**src/rtl/mips_pkg.sv**
```systemverilog
// Shared MIPS datapath definitions: ALU opcodes and the multiply sequencer state encoding.
package mips_pkg;

  localparam logic [3:0] ALU_ADD = 4'b0000;
  localparam logic [3:0] ALU_SUB = 4'b0010;
  localparam logic [3:0] ALU_AND = 4'b0100;
  localparam logic [3:0] ALU_OR  = 4'b0101;
  localparam logic [3:0] ALU_NOR = 4'b0110;
  localparam logic [3:0] ALU_XOR = 4'b0111;
  localparam logic [3:0] ALU_SLL = 4'b1000;
  localparam logic [3:0] ALU_SRL = 4'b1001;
  localparam logic [3:0] ALU_SRA = 4'b1010;

  typedef enum logic [2:0] {
    IDLE,
    EVAL,
    ADD,
    SHL,
    SHR,
    DONE
  } seq_state_t;

endpackage

```
**src/rtl/alu_mul_sequencer.sv**
```systemverilog
// Shift-and-add multiplier (low WIDTH bits) that borrows the shared EX-stage ALU for every step.
// ALU controls are registered on entry to each state, so alu_result is valid for the current state.
module alu_mul_sequencer
  import mips_pkg::*;
#(
  parameter int WIDTH = 32,
  parameter int CNT_W = 6
) (
  input  logic             clk,
  input  logic             rst_n,
  input  logic             start,
  input  logic             flush,
  input  logic [WIDTH-1:0] op_a,
  input  logic [WIDTH-1:0] op_b,
  output logic             busy,
  output logic             done,
  output logic [WIDTH-1:0] result,
  output logic [WIDTH-1:0] alu_a,
  output logic [WIDTH-1:0] alu_b,
  output logic [3:0]       alu_op,
  input  logic [WIDTH-1:0] alu_result
);

  seq_state_t       state;
  logic [WIDTH-1:0] mcand;
  logic [WIDTH-1:0] mplier;
  logic [WIDTH-1:0] product;
  logic [CNT_W-1:0] count;

  always_ff @(posedge clk or negedge rst_n) begin
    if (!rst_n) begin
      state   <= IDLE;
      mcand   <= '0;
      mplier  <= '0;
      product <= '0;
      count   <= '0;
      busy    <= 1'b0;
      done    <= 1'b0;
      result  <= '0;
      alu_op  <= ALU_ADD;
      alu_a   <= '0;
      alu_b   <= '0;
    end else begin
      // ALU controls idle at ADD 0+0 unless the next state needs them.
      done   <= 1'b0;
      alu_op <= ALU_ADD;
      alu_a  <= '0;
      alu_b  <= '0;
      if (flush) begin
        state <= IDLE;
        busy  <= 1'b0;
      end else begin
        case (state)
          IDLE: begin
            if (start) begin
              mcand   <= op_a;
              mplier  <= op_b;
              product <= '0;
              count   <= '0;
              busy    <= 1'b1;
              state   <= EVAL;
            end
          end
          EVAL: begin
            if (mplier == '0 || count == CNT_W'(WIDTH)) begin
              result <= product;
              done   <= 1'b1;
              state  <= DONE;
            end else if (mplier[0]) begin
              alu_a <= product;
              alu_b <= mcand;
              state <= ADD;
            end else begin
              alu_op <= ALU_SLL;
              alu_a  <= mcand;
              alu_b  <= WIDTH'(1);
              state  <= SHL;
            end
          end
          ADD: begin
            product <= alu_result;
            alu_op  <= ALU_SLL;
            alu_a   <= mcand;
            alu_b   <= WIDTH'(1);
            state   <= SHL;
          end
          SHL: begin
            mcand  <= alu_result;
            alu_op <= ALU_SRL;
            alu_a  <= mplier;
            alu_b  <= WIDTH'(1);
            state  <= SHR;
          end
          SHR: begin
            mplier <= alu_result;
            count  <= count + CNT_W'(1);
            state  <= EVAL;
          end
          DONE: begin
            busy  <= 1'b0;
            state <= IDLE;
          end
          default: begin
            busy  <= 1'b0;
            state <= IDLE;
          end
        endcase
      end
    end
  end

endmodule

```
**config.mk**
```make
export PLATFORM = sky130hd
export DESIGN_NAME = alu_mul_sequencer
export DESIGN_NICKNAME = d
export VERILOG_FILES = /design/src/rtl/mips_pkg.sv /design/src/rtl/alu_mul_sequencer.sv
export SDC_FILE = /design/constraint.sdc
export NUM_CORES = 1
export LEC_CHECK = 0
export ABC_AREA = 1
export ABC_CLOCK_PERIOD_IN_PS = 2700
export BUFFER_PORTS_ARGS = -buffer_cell sky130_fd_sc_hd__buf_2
export CELL_PAD_IN_SITES_DETAIL_PLACEMENT = 0
export CELL_PAD_IN_SITES_GLOBAL_PLACEMENT = 1
export CORE_UTILIZATION = 30
export CTS_BUF_LIST = sky130_fd_sc_hd__clkbuf_8
export CTS_CLUSTER_DIAMETER = 100
export DETAILED_ROUTE_END_ITERATION = 10
export PLACE_DENSITY = 0.58
export SLEW_MARGIN = 20
export SYNTH_ARGS = -nofsm -noshare
export SYNTH_HDL_FRONTEND = slang
export SYNTH_SLANG_ARGS = --single-unit
```
**constraint.sdc**
```tcl
create_clock -name clk -period 2.7 [get_ports clk]
set_input_delay 0.405 -clock clk [delete_from_list [all_inputs] [get_ports clk]]
set_output_delay 0.405 -clock clk [all_outputs]
set_load 0.1 [all_outputs]
```
==> out/results.ini, run 1 <==
[run_status]
status = finished, final reports clean

[detailed_routing]
wl_per_cell_um = 19.0
via_per_inst = 4.92
ant_nets = 0
detail_route.first_pass.iterations = 5
wirelength_um = 30400
drc = 0
dr_total_vias = 7869
drtIter0Drc = 495

[synth]
synth-async-reset-ratio = 1.00
syn-mean-instance-area_um2 = 9.02
synthDistinctLibCells = 27
synth_top_cells_by_area = dfrtp_1, nand2_1, o21ai_0
synth.largest_area_cell = dfrtp_1
synth_top_area_share = 0.572
ys.flop_type = dfrtp_1
synth_edf_count = 0
yosysWarnings = 0
synth_seq_cells = 205
syn_inst = 994
syn_area_um2 = 8970
yosysSeqAreaShare = 0.572

[setup_path]
cp_common_cell = nand3_2
crit_path_max_fanout = 17
reg2reg_to = alu_b[20]
slowest_stage = nand3_2
cp.required_ns = 3.12
crit_end = alu_b[20]
start_kind = flop
reg2reg_slack_ns = 0.46
worst_setup_path_end_kind = flop
cp.arrival_ns = 2.66
critPathKind = flop to flop
path_cells = inv_1 > ha_1 > nand3_2 > nand3_2 > buf_4 > nor3_1
worst-r2r-cell-count = 6
r2r_start = count[0]
cp_slowest_stage_delay_ns = 0.51
startpoint = count[0]

[global_routing]
grtUsageTotal = 0.203
grt_pass1_wl_um = 47400
overflow = 0
grt_max_degree = 68
antenna_found_initial = 0
first_global_vias = 8036

[cts]
clock_path_buffers = 3
h-tree-depth = 2
cts_setup_buffers = 0
cts-root-buf = clkbuf_8
insertion_delay_ns = 0.53
cts_buffers = 39
clock-sinks = 205
path_clk_slew_ns = 0.06
tritoncts = built

[sta]
min_period_over_period = 0.831
setup_viol = 0
maxSlewHeadroom = 0.529
finalSetupTns_ns = 0
worstMarginPinSlew_ns = 0.706
slew_viol_final = 0
fin_skew_ns = 0.0234
hold_viol = 0
period_needed_ns = 2.24
fmax_mhz = 445
rsz0062_at_grt = no

[die]
rows = 62
die-area_um2 = 30600
fp.dieH_um = 175
fp.dieW_um = 175
initial_core_util = 0.308
io_pins = 202
design.core.area_um2 = 29100

[hold_path]
worstHoldPathType = input port to flop

[power]
p_leak_nw = 5.42
p_per_area_nw_per_um2 = 1050
vdd_ir_drop_max_mv = 0.445

[cells_and_area]
layout_commonest_cell = dfrtp_1
fillers = 3061
area_growth_pct = 25.3
layout.nets = 1291
diodes = 0
drive_gt1_frac = 0.249
final_cell_mix = dfrtp_1, buf_2, nand2_1
final_cell_area_um2 = 11200

[flow_run]
drv_cap = 0

[placement]
placed_area_um2 = 10400
gp_congestion = 0.775
io_buffers = 199
dp_hpwl_um = 19800

==> where the power goes <==
group	internal (mW)	total [mW]	switching, mW
sequential	3.93	4.39	0.464
combinational	0.956	4.29	3.33
clock	1.75	3.08	1.34
==> flip-flops by register name, summed over array words and instances, names as in the netlist <==
signal / cells
result: 32
done: 1
mplier: 32
product: 32
state: 3
busy: 1
alu_a: 32
count: 6
mcand: 32
alu_b: 32
alu_op: 2
==> per-stage QoR <==
stage               cells  setup WS (ns)  hold WS, ns  total power, mW  utilization
floorplan             995           1.07        0.109             7.51            -
global placement     1531          0.463        0.412             8.75        0.358
detailed placement   1531          0.451        0.416             8.76        0.358
CTS                  1600          0.427        0.117             11.9        0.386
global route         1600          0.263        0.147             12.5        0.386
finish               1600          0.455        0.143             11.8        0.386
==> worst max-delay path: cells and delay by family (launching register included) <==
kind / cells / cell delay (ns)
simple gates: 3 / 1.07
fa+ha+maj: 1 / 0.21
flops: 1 / 0.38
buf+inv: 2 / 0.47
==> layer usage <==
metal	share of wire	GRT usage	up-vias	routed length [um]
met5	0	0	-	0
met4	0.014	0.0446	0	413
met3	0.051	0.0307	36	1560
met2	0.46	0.317	212	14000
met1	0.47	0.296	3858	14400
li1	-	-	3763	-
==> synth_stat cells (all sizes together), types with 30 or more instances <==
cell type / n
nor3: 35
o21ai: 128
o211ai: 57
dfrtp: 205
nor2: 30
nand2: 173
inv: 135
a22oi: 32
clkbuf: 41
nand4: 37
a21oi: 38
buf: 32
o22ai: 30
==> cell families after synthesis <==
family / synth area share
fa+ha+maj: 0.00279
other cells: 0.000418
buf+inv: 0.0936
compound gates: 0.194
simple gates: 0.138
flops: 0.572
==> cell type report <==
type,instances,area [um^2],share of cell area
Inverter,136,512,0.0456
Multi-Input combinational cell,581,3040,0.270
Clock inverter,15,71.3,0.00635
Timing Repair Buffer,226,1270,0.113
Tap cell,384,480,0.0428
Sequential cell,205,5130,0.457
Clock buffer,53,729,0.0649
==> timing repair <==
action	in CTS	in global routing
hold buffers	1	0
endpoints found under the hold margin	63	0
gates resized for setup	0	0
==> how the worst min path moves through the flow <==
stage | from | cells past startpoint | slack, ns | to
floorplan | rst_n | 0 | 0.11 | alu_a[0]
global placement | rst_n | 1 | 0.41 | result[1]
detailed placement | rst_n | 1 | 0.42 | result[2]
CTS | alu_result[5] | 3 | 0.12 | product[5]
global route | op_b[26] | 3 | 0.15 | mplier[26]
finish | alu_result[5] | 3 | 0.14 | product[5]
No activity file was read; power rests on OpenSTA's default activity.
==> run 2, diff against run 1 <==
--- a/config.mk
+++ b/config.mk
@@ -6,7 +6,7 @@
 export NUM_CORES = 1
 export LEC_CHECK = 0
 export ABC_AREA = 1
-export ABC_CLOCK_PERIOD_IN_PS = 2700
+export ABC_CLOCK_PERIOD_IN_PS = 2300
 export BUFFER_PORTS_ARGS = -buffer_cell sky130_fd_sc_hd__buf_2
 export CELL_PAD_IN_SITES_DETAIL_PLACEMENT = 0
 export CELL_PAD_IN_SITES_GLOBAL_PLACEMENT = 1
==> constraint.sdc (replaced) <==
create_clock -name clk -period 2.3 [get_ports clk]
set_input_delay 0.345 -clock clk [delete_from_list [all_inputs] [get_ports clk]]
set_output_delay 0.345 -clock clk [all_outputs]
set_load 0.1 [all_outputs]
==> run 2 against run 1 <==
Against the previous run: clock power up 14%; non-clock buffer count up 8; final cell count up 0.44%; critical path depth up 5; first-iteration DRC count up 4.6%; routed wire length up 0.61%; combinational power up 18%; global-route usage up 0.13 points; highest routed layer unchanged.
==> out/results.ini, run 2 (synthesized netlist as in run 1, its figures left out) <==
[run_status]
status = finished, final reports clean  ; unchanged

[die]
rows = 62  ; unchanged
io_pins = 202  ; unchanged
design.core.area_um2 = 29100  ; unchanged
fp.dieH_um = 175  ; unchanged
die-area_um2 = 30600  ; unchanged
initial_core_util = 0.308  ; unchanged
fp.dieW_um = 175  ; unchanged

[sta]
setup_viol = 0  ; unchanged
min_period_over_period = 0.884  ; was 0.831
maxSlewHeadroom = 0.530  ; was 0.529
finalSetupTns_ns = 0  ; unchanged
holdWs_ns = 0.0283  ; was 0.143 ns
rsz0062_at_grt = no  ; unchanged
slew_viol_final = 0  ; unchanged
fin_skew_ns = 0.0191  ; was 0.0234 ns
worstMarginPinSlew_ns = 0.704  ; was 0.706 ns
period_needed_ns = 2.03  ; was 2.24 ns
fmax_mhz = 492  ; was 445 MHz
worst_slack_ns = 0.266  ; was 0.455 ns
hold_viol = 0  ; unchanged

[cells_and_area]
multi_input_area_um2 = 3040  ; unchanged
layout_commonest_cell = dfrtp_1  ; unchanged
regArea_um2 = 5130  ; unchanged
layout.nets = 1299  ; was 1291
drive_gt1_frac = 0.248  ; was 0.249
fillers = 3074  ; was 3061
final_cell_mix = dfrtp_1, buf_2, nand2_1  ; unchanged
area_growth_pct = 25.7  ; was 25.3%
diodes = 0  ; unchanged
final_cell_area_um2 = 11300  ; was 11200 um^2

[flow_run]
drv_cap = 0  ; unchanged

[setup_path]
path_cells = inv_2 > nand2_1 > nor2_1 > nand2_1 > nor2_1 > nand2_2 > nand2_1 > nand2_2 > buf_4 > nand2_1 > o21ai_0  ; was inv_1 > ha_1 > nand3_2 > nand3_2 > buf_4 > nor3_1
crit_buf_inv = 2  ; unchanged
worst_setup_path_end_kind = flop  ; unchanged
crit_path_max_fanout = 50  ; was 17
r2r_start = mplier[0]  ; was count[0]
cp_slowest_stage_delay_ns = 0.41  ; was 0.51 ns
path_depth = 11  ; was 6
cp_common_cell = nand2_1  ; was nand3_2
reg2reg_to = result[24]  ; was alu_b[20]
cp_top_family = simple AND/OR/NAND/NOR gates  ; unchanged
crit_end = result[24]  ; was alu_b[20]
startpoint = mplier[0]  ; was count[0]
cp.arrival_ns = 2.42  ; was 2.66 ns
worst-r2r-cell-count = 11  ; was 6
reg2reg_slack_ns = 0.27  ; was 0.46 ns
critPathKind = flop to flop  ; unchanged
slowest_stage = dfrtp_2  ; was nand3_2
start_kind = flop  ; unchanged
cp.required_ns = 2.68  ; was 3.12 ns

[detailed_routing]
via_per_inst = 4.89  ; was 4.92
dr_total_vias = 7862  ; was 7869
detail_route.first_pass.iterations = 5  ; unchanged
ant_nets = 0  ; unchanged
drc = 0  ; unchanged
wl_per_cell_um = 19.0  ; about the same
drtIter0Drc = 518  ; was 495
wirelength_um = 30500  ; was 30400 um

[cts]
cts_setup_buffers = 0  ; unchanged
ctsResizeCount = 0  ; unchanged
cts_hold_buf = 1  ; unchanged
clock-sinks = 205  ; unchanged
path_clk_slew_ns = 0.06  ; about the same
tritoncts = built  ; unchanged
h-tree-depth = 2  ; unchanged
cts-root-buf = clkbuf_8  ; unchanged
cts_buffers = 39  ; unchanged
insertion_delay_ns = 0.54  ; was 0.53 ns
clock_path_buffers = 3  ; unchanged

[global_routing]
first_global_vias = 8105  ; was 8036
overflow = 0  ; unchanged
antenna_found_initial = 1  ; was 0
grtUsageTotal = 0.204  ; was 0.203
grt_max_degree = 75  ; was 68
grt_pass1_wl_um = 47800  ; was 47400 um

[placement]
dp_hpwl_um = 20200  ; was 19800 um
dp_slack_ns = 0.271  ; was 0.451 ns
io_buffers = 199  ; unchanged
placed_area_um2 = 10500  ; was 10400 um^2
gp_congestion = 0.792  ; was 0.775

[power]
vdd_ir_drop_max_mv = 0.597  ; was 0.445 mV
p_per_area_nw_per_um2 = 1220  ; was 1050 nW/um^2
p_leak_nw = 5.46  ; was 5.42 nW
total_power_mw = 13.7  ; was 11.8 mW

[hold_path]
worstHoldPathType = input port to flop  ; unchanged

[run 2: cell types whose count changed in the layout (fill, tap and decap cells not counted), sizes merged]
cell,change
clkinvlp,+1
buf,+8
bufinv,+1
inv,+7
clkbuf,-7
clkinv,-3
[run 2: how the worst min path moves through the flow]
stage                from         to  slack, ns  cells after the start
finish              flush  alu_op[0]       0.03                      2
global route        flush  alu_op[0]       0.02                      2
CTS                 flush  alu_op[0]      0.004                      2
detailed placement  rst_n  result[1]       0.39                      1
global placement    rst_n  result[1]       0.38                      1
floorplan           rst_n   alu_a[0]       0.05                      0
[run 2: report_power, final]
group	total [mW]	switching (mW)	leakage [nW]	internal [mW]
Combinational	5.08	3.92	2.31	1.16
Clock	3.50	1.58	0.432	1.92
Sequential	5.16	0.548	2.72	4.61
Total	13.7	6.04	5.46	7.70
[run 2: layout make-up]
cell class | count | share of cell area
sequential | 205 | 0.455
multi-input combinational | 581 | 0.269
timing repair buffer | 234 | 0.121
clock buffer | 46 | 0.0562
inverter | 136 | 0.0454
tap | 384 | 0.0426
clock inverter | 21 | 0.0107
[run 2: per-stage QoR]
step           std cells  utilization
3_5_place_dp        1539        0.361
5_1_grt             1607        0.387
2_1_floorplan        995            -
4_1_cts             1607        0.387
6_report            1607        0.387
3_3_place_gp        1539        0.361
[run 2: per-layer routing]
metal,up-vias,wire [um],track usage
met2,247,13600,0.316
met4,0,499,0.0467
met3,38,1630,0.0359
met1,3804,14800,0.296
li1,3773,-,-
met5,-,0,0
